===== src/rtl/serial_tx_fifo_if.sv =====
// Byte-FIFO write side plus serial_t launch side of serial_tx_fifo.
// master = producer / serial_t environment, slave = the FIFO block.
interface serial_tx_fifo_if #(
    parameter int DEPTH_LOG2 = 4
);
    logic [7:0]          wr_data;
    logic                wr_en;
    logic                full;
    logic                empty;
    logic [DEPTH_LOG2:0] count;
    logic                overflow;
    logic                hold;
    logic [7:0]          tx_data;
    logic                tx_send;
    logic                tx_busy;

    modport master (
        output wr_data, wr_en, hold, tx_busy,
        input  full, empty, count, overflow, tx_data, tx_send
    );

    modport slave (
        input  wr_data, wr_en, hold, tx_busy,
        output full, empty, count, overflow, tx_data, tx_send
    );
endinterface


===== src/rtl/serial_tx_fifo.sv =====
// Byte FIFO feeding serial_t: buffers bursty writes and launches
// one byte at a time, pacing on serial_t busy.
module serial_tx_fifo #(
    parameter int DEPTH_LOG2  = 4,
    parameter int ARM_TIMEOUT = 7
) (
    input logic             clk,
    input logic             rst,
    serial_tx_fifo_if.slave bus
);
    localparam int DEPTH = 2 ** DEPTH_LOG2;
    localparam int CW    = $clog2(ARM_TIMEOUT + 1);
    localparam logic [DEPTH_LOG2:0] FULL_CNT = (DEPTH_LOG2 + 1)'(DEPTH);
    localparam logic [CW-1:0]       ARM_LAST = CW'(ARM_TIMEOUT - 1);

    typedef enum logic [1:0] {
        IDLE,
        LAUNCH,
        ARM,
        DRAIN
    } state_t;

    state_t                state;
    logic [7:0]            mem [DEPTH];
    logic [DEPTH_LOG2-1:0] wr_ptr;
    logic [DEPTH_LOG2-1:0] rd_ptr;
    logic [DEPTH_LOG2:0]   count;
    logic [DEPTH_LOG2:0]   count_n;
    logic [CW-1:0]         arm_cnt;
    logic                  push;
    logic                  pop;

    // full is the registered flag, so a same-edge pop never frees room
    assign push = bus.wr_en && !bus.full;
    assign pop  = (state == IDLE) && !bus.empty
               && !bus.tx_busy && !bus.hold;

    assign bus.count = count;

    always_comb begin
        count_n = count;
        if (push && !pop)
            count_n = count + 1'b1;
        else if (pop && !push)
            count_n = count - 1'b1;
    end

    always_ff @(posedge clk) begin
        if (push)
            mem[wr_ptr] <= bus.wr_data;
    end

    always_ff @(posedge clk or posedge rst) begin
        if (rst) begin
            wr_ptr       <= '0;
            rd_ptr       <= '0;
            count        <= '0;
            bus.empty    <= 1'b1;
            bus.full     <= 1'b0;
            bus.overflow <= 1'b0;
        end else begin
            if (push)
                wr_ptr <= wr_ptr + 1'b1;
            if (pop)
                rd_ptr <= rd_ptr + 1'b1;
            count        <= count_n;
            bus.empty    <= (count_n == '0);
            bus.full     <= (count_n == FULL_CNT);
            bus.overflow <= bus.wr_en && bus.full;
        end
    end

    // tx_send is the registered image of LAUNCH
    always_ff @(posedge clk or posedge rst) begin
        if (rst) begin
            state       <= IDLE;
            arm_cnt     <= '0;
            bus.tx_data <= 8'h00;
            bus.tx_send <= 1'b0;
        end else begin
            bus.tx_send <= (state == LAUNCH);
            unique case (state)
                IDLE: begin
                    if (pop) begin
                        bus.tx_data <= mem[rd_ptr];
                        state       <= LAUNCH;
                    end
                end
                LAUNCH: begin
                    arm_cnt <= '0;
                    state   <= ARM;
                end
                ARM: begin
                    if (bus.tx_busy)
                        state <= DRAIN;
                    else if (arm_cnt == ARM_LAST)
                        state <= IDLE;
                    else
                        arm_cnt <= arm_cnt + 1'b1;
                end
                DRAIN: begin
                    if (!bus.tx_busy)
                        state <= IDLE;
                end
                default: state <= IDLE;
            endcase
        end
    end
endmodule


===== src/flat_wrapper.sv =====
// flat-port wrapper written by rule: the top's interface ports become plain ports
module serial_tx_fifo_flat 
#(
    parameter int DEPTH_LOG2  = 4,
    parameter int ARM_TIMEOUT = 7
)
  (clk, rst, bus_wr_data, bus_wr_en, bus_hold, bus_tx_busy, bus_full, bus_empty, bus_count, bus_overflow, bus_tx_data, bus_tx_send);
  serial_tx_fifo_if #(.DEPTH_LOG2(DEPTH_LOG2)) bus_i ();
  input logic clk;
  input logic rst;
  input wire logic [$bits(bus_i.wr_data)-1:0] bus_wr_data;
  input wire logic [$bits(bus_i.wr_en)-1:0] bus_wr_en;
  input wire logic [$bits(bus_i.hold)-1:0] bus_hold;
  input wire logic [$bits(bus_i.tx_busy)-1:0] bus_tx_busy;
  output wire logic [$bits(bus_i.full)-1:0] bus_full;
  output wire logic [$bits(bus_i.empty)-1:0] bus_empty;
  output wire logic [$bits(bus_i.count)-1:0] bus_count;
  output wire logic [$bits(bus_i.overflow)-1:0] bus_overflow;
  output wire logic [$bits(bus_i.tx_data)-1:0] bus_tx_data;
  output wire logic [$bits(bus_i.tx_send)-1:0] bus_tx_send;
  assign bus_i.wr_data = bus_wr_data;
  assign bus_i.wr_en = bus_wr_en;
  assign bus_i.hold = bus_hold;
  assign bus_i.tx_busy = bus_tx_busy;
  assign bus_full = bus_i.full;
  assign bus_empty = bus_i.empty;
  assign bus_count = bus_i.count;
  assign bus_overflow = bus_i.overflow;
  assign bus_tx_data = bus_i.tx_data;
  assign bus_tx_send = bus_i.tx_send;
  serial_tx_fifo #(.DEPTH_LOG2(DEPTH_LOG2), .ARM_TIMEOUT(ARM_TIMEOUT)) u_core (.clk(clk), .rst(rst), .bus(bus_i));
endmodule

===== config.mk =====
export PLATFORM = sky130hd
export DESIGN_NAME = serial_tx_fifo_flat
export DESIGN_NICKNAME = d
export VERILOG_FILES = /design/src/rtl/serial_tx_fifo_if.sv /design/src/rtl/serial_tx_fifo.sv /design/src/flat_wrapper.sv
export SDC_FILE = /design/constraint.sdc
export NUM_CORES = 1
export LEC_CHECK = 0
export ABC_CLOCK_PERIOD_IN_PS = 2200
export CAP_MARGIN = 20
export CORE_MARGIN = 2
export CORE_UTILIZATION = 25
export CTS_BUF_LIST = sky130_fd_sc_hd__clkbuf_8
export CTS_CLUSTER_DIAMETER = 200
export DETAILED_ROUTE_END_ITERATION = 10
export DONT_BUFFER_PORTS = 1
export GPL_TIMING_DRIVEN = 0
export SLEW_MARGIN = 20
export SYNTH_ARGS = -nofsm -noshare
export SYNTH_HDL_FRONTEND = slang
export SYNTH_SLANG_ARGS = --single-unit

===== constraint.sdc =====
create_clock -name clk -period 2.2 [get_ports clk]
set_input_delay 0.33 -clock clk [delete_from_list [all_inputs] [get_ports clk]]
set_output_delay 0.33 -clock clk [all_outputs]
set_load 0.05 [all_outputs]

# Word-level counts from Yosys, hierarchy flattened
# Memories as Yosys holds them, arrays and structs flattened. A register that Yosys moved wholly into a read port is not among the register bits.
# Cells that the tools add are included.
word_totals:
  regBits: 22
  ram_bits: 128
  input_bits: 13
  out_inout_bits: 17
  mem_count: 1
classes:
  add_sub_neg: 5
  eq_ne: 10
  n_mux: 12
  reduce_logical: 19
mem_list:
  columns: ["name", "depth", "width", "rd", "rd_clocked_by_memory_dff", "wr", "line", "text"]
  rows:
  - ["u_core.mem", 16, 8, 1, 1, 1, "serial_tx_fifo.sv:24", "logic [7:0] mem [DEPTH];"]
op_table:
  columns: ["cell", "count"]
  rows:
  - ["$mux 5", 2]
  - ["$add 4x1->4 const B", 2]
  - ["$mux 2", 4]
  - ["$pmux 2 s4", 1]
  - ["$logic_and 1x1->1", 7]
  - ["$logic_not 1->1", 6]
  - ["$mux 3", 2]
  - ["$ne 2x2->1 const B", 3]
  - ["$pmux 3 s2", 1]
  - ["$reduce_and 3->1", 2]
  - ["$add 5x1->5 const B", 1]
  - ["$eq 5x5->1 const B", 1]
  - ["$logic_not 5->1", 1]
  - ["$sub 5x1->5 const B", 1]
  - ["$eq 2x2->1 const B", 2]
  - ["$add 3x1->3 const B", 1]
  - ["$eq 3x3->1 const B", 1]
  - ["$ne 3x2->1 const B", 1]
  - ["$eq 2x1->1 const B", 1]
  - ["$logic_not 2->1", 1]
  - ["$mux 1", 2]
  - ["$ne 2x1->1 const B", 1]
  - ["$reduce_and 2->1", 1]
  - ["$reduce_bool 2->1", 1]

# Depth between registers and ports, before layout
logic_depth:
  word_depth: 8
  mapped_depth: 7
  ltp_nobuf: 6

# Worst setup path before layout
# No wires, ideal clock.
synth_timing:
  path_type: "register to register"
  from: "reg u_core.bus.full"
  to: "mem u_core.mem[3][0] (enable)"
  setup_ps: 383
  t_arrival_ps: 1736
  required_time_ps: 1817
  setup_slack_ps: 81
  stages_incl_launch_ff: 5
  n_path_buf: 1
  cell_sequence: "dfrtp_1 > and2b_2 > clkbuf_8 > nand2_1 > nor3_1"
synth_via:
  elab_chain_len: 4
synth_lines:
  columns: ["element", "line", "text"]
  rows:
  - ["start: declaration", "serial_tx_fifo_if.sv:24", "output full, empty, count, overflow, tx_data, tx_send"]
  - ["start signal: assignment", "serial_tx_fifo.sv:68", "bus.full <= (count_n == FULL_CNT);"]
  - ["$logic_not 1->1", "serial_tx_fifo.sv:34", "assign push = bus.wr_en && !bus.full;"]
  - ["$logic_and 1x1->1", "serial_tx_fifo.sv:34", null]
  - ["$mux 1", "serial_tx_fifo.sv:49", "if (push)"]
  - ["$mux 1 (implied by the code)", "serial_tx_fifo.sv:50", "mem[wr_ptr] <= bus.wr_data;"]
  - ["end: declaration", "serial_tx_fifo.sv:24", null]
# No other way between the ends.

# Final worst setup path
layout_timing:
  from: "reg u_core.wr_ptr[2]"
  to: "mem u_core.mem[5][7] (enable)"
layout_lines:
  columns: ["element", "line", "text"]
  rows:
  - ["start: declaration", "serial_tx_fifo.sv:25", "logic [DEPTH_LOG2-1:0] wr_ptr;"]
  - ["start signal: assignment", "serial_tx_fifo.sv:63", "wr_ptr <= wr_ptr + 1'b1;"]
# Straight into the memory's write port.

==> out/metrics.cfg <==
[drt]
drcViolationCount = 0
dr_total_vias = 3250
drt-wirelength-per-cell_um = 17.55
viasPerCell = 4.458
drt_wl_total_um = 12800
drt_pass1_iterations = 4
ant_nets = 0
drt_iter0_markers = 284

[synthesis]
synth_cell_types = 47
syn_nets = 376
syn_inst = 354
ys.flop_type = edfxtp_1
synthArstFlopShare_pct = 18.99
syn_area_mm2 = 0.006456
synth_edf_count = 128
synth_seq_cells = 158
seq_area_frac_synth_pct = 71.18
ys_warn_count = 0
avgSynthCellArea_um2 = 18.24

[timing]
fin_crit_sh_pct = 94.58
tightest_slew_ns = 0.6836
hold_viol_final = 0
fin_skew_ns = 0.01313
relSlewSlack_pct = 54.43
min_period_ns = 2.081
finalSetupViolCount = 0
timing.fmax_mhz = 480.6
rsz0062_at_grt = yes
drv_slew = 0
finalSetupTns_ns = 0

[clocking]
cts-root-buf = clkbuf_8
cts_htree_levels = 4
cts.path.max_buffers = 2
clock_latency_ns = 0.44
tritoncts = built
cts_inserted_buffers = 17
clk_pin_slew_ns = 0.09
clock-sinks = 158

[final_layout]
final_layout_size_suffix_gt1_share_pct = 28.07
fin_nets = 408
layout_commonest_cell = edfxtp_1
post-route-util_pct = 29.46
layout_common_cells = 128 x edfxtp_1, 32 x mux4_2, 28 x dfrtp_1, 18 x clkbuf_8, 14 x nand2_1
synthToLayoutAreaGrowth_pct = 15.25
antennaDiodeCount = 0

[grt]
first_global_vias = 3399
antenna_found_initial = 0
grt_overflow_total = 0
grt_pass1_wl_um = 19620
grt_usage_pct = 10.04
grt_max_degree = 31

[floorplanning]
row_count = 58
coreArea_mm2 = 0.02525
pin_count = 30
die_x_um = 164.7
die_h_um = 164.7
start_util_pct = 25.56
die_area_mm2 = 0.02713

[pwr]
power.clock.fraction_pct = 20.9
p_leak_nw = 2.441
power-per-cell-area_mw_per_mm2 = 1180
p_comb_share_pct = 28.4
seqPwrFrac_pct = 50.7
switching_share_pct = 35.87
peakVddDrop_uv = 520.5
power.internal_mw = 5.629
power.switching_mw = 3.148

[placed_design]
gp_congestion = 0.7919
dp_hpwl_um = 8413
port_buffers = 0

[worst_setup_path]
rrSetupSlack_ns = 0.12
worstPathRequired_ns = 2.27
path_class = register to register
cp-start-kind = register
crit_fanout = 9
r2r_start = u_core.wr_ptr[2]
rr_worst_depth = 3
arrival_ns = 2.16
reg2reg_to = u_core.mem[5][7]
crit_path_end_kind = register

[flow_run]
drv_cap = 0

[min_path]
min-delay-start = bus_tx_busy
hold_end = u_core.state[0]
holdPathStages = 2
worstHoldPathType = primary input to register

[status]
status = complete, no violations

## critical path, stage by stage, from the launching register on
cell      delay [ns]
dfrtp_1         0.33
buf_1           0.52
nand2b_1        0.29
nor2_2          0.57
## metrics by stage
| step | cells | power (mW) | hold WS, ns | setup slack, ns | instance area, um^2 |
|---|---|---|---|---|---|
| after floorplan | 354 | 6.221 | 0.4201 | 0.08072 | 6456 |
| after global placement | 684 | 6.743 | 0.4303 | -0.4977 | 6869 |
| after detailed placement | 684 | 6.869 | 0.3462 | -0.2809 | 6889 |
| after CTS | 726 | 8.783 | 0.008869 | -0.2129 | 7347 |
| after global routing | 729 | 9.286 | 0.03048 | -0.02006 | 7441 |
| final | 729 | 8.777 | 0.04257 | 0.1193 | 7441 |
## cell families (layout without fill, tap and decap cells)
logic type / Yosys count / after routing / synth area share (%)
flip-flops: 158 / 158 / 71.18
AND/OR/NAND/NOR: 73 / 73 / 6.163
multiplexers: 48 / 48 / 13.80
buffers and inverters: 30 / 75 / 2.636
AO/OA/AOI/OAI: 27 / 27 / 3.256
adder cells (fa/ha/maj): 9 / 9 / 1.744
XOR/XNOR: 9 / 9 / 1.221
## flip-flops by register name, indices dropped and copies added (netlist names)
signal	flops
u_core.arm_cnt	3
u_core.state	2
u_core.bus.overflow	1
u_core.wr_ptr	4
u_core.bus.tx_data	8
u_core.bus.full	1
u_core.bus.tx_send	1
u_core.rd_ptr	4
u_core.bus.count	5
u_core.mem	128
u_core.bus.empty	1
## cell usage after synthesis (2+ instances only)
cell type  instances  share of area, %
buf_2              4              0.31
o211ai_1           2              0.23
nand4_1            2              0.19
mux2_2             8               1.4
a21oi_1            4              0.31
clkbuf_1           6              0.35
a221o_1            8               1.2
nor2_1            19               1.1
xnor2_1            8               1.1
buf_1              3              0.17
dfrtp_1           29                11
and3_1             3              0.29
nand3_1            2              0.16
inv_1             11              0.64
buf_6              3              0.52
ha_1               9               1.7
nand2_1           14              0.81
nor3_1            17               1.3
mux2i_1            8               1.2
and2b_2            2              0.27
nand2b_1           4              0.39
edfxtp_1         128                60
o21ai_0            3              0.23
o22ai_1            3              0.29
mux4_2            32                11
## how the worst max path moves through the flow
| stage | startpoint | end | depth (start not counted) |
|---|---|---|---|
| after floorplan | u_core.bus.full | u_core.mem[3][0] | 4 |
| after global placement | u_core.bus.full | u_core.mem[3][1] | 4 |
| after detailed placement | u_core.rd_ptr[1] | u_core.bus.tx_data[7] | 7 |
| after CTS | u_core.bus.full | u_core.mem[15][4] | 4 |
| after global routing | u_core.state[1] | u_core.bus.full | 7 |
| final | u_core.wr_ptr[2] | u_core.mem[5][7] | 3 |
## power by group through the flow
stage	logic (mW)	registers (mW)	clock network, mW
floorplan	1.83	4.40	0
global placement	2.25	4.50	0
detailed placement	2.35	4.52	0
CTS	2.44	4.45	1.89
global route	2.75	4.52	2.02
finish	2.49	4.45	1.84
## cell type report
| type | instances | area (um^2) |
|---|---|---|
| Fill cell | 2504 | 17810 |
| Sequential cell | 158 | 4597 |
| Multi-Input combinational cell | 166 | 1774 |
| Tap cell | 330 | 412.9 |
| Clock buffer | 17 | 234.0 |
| Buffer | 19 | 147.6 |
| Timing Repair Buffer | 13 | 135.1 |
| Clock inverter | 15 | 98.84 |
| Inverter | 11 | 41.29 |
## what timing repair did
item	CTS	global route
cloned	0	0
gates resized for setup	11	18
buffers inserted	0	3
pin swaps	0	2
hold buffers	10	0
endpoints found under the hold margin	158	0
setup endpoints to repair	128	89
## routing by layer
layer	global-route usage, %	vias up	share of wire (%)
li1	-	1464	-
met2	16.45	79	49
met5	0	-	0
met1	12.03	1697	42
met3	4.621	10	8.2
met4	2.490	0	0.91
Note: power is estimated with default switching activity, not from simulation.
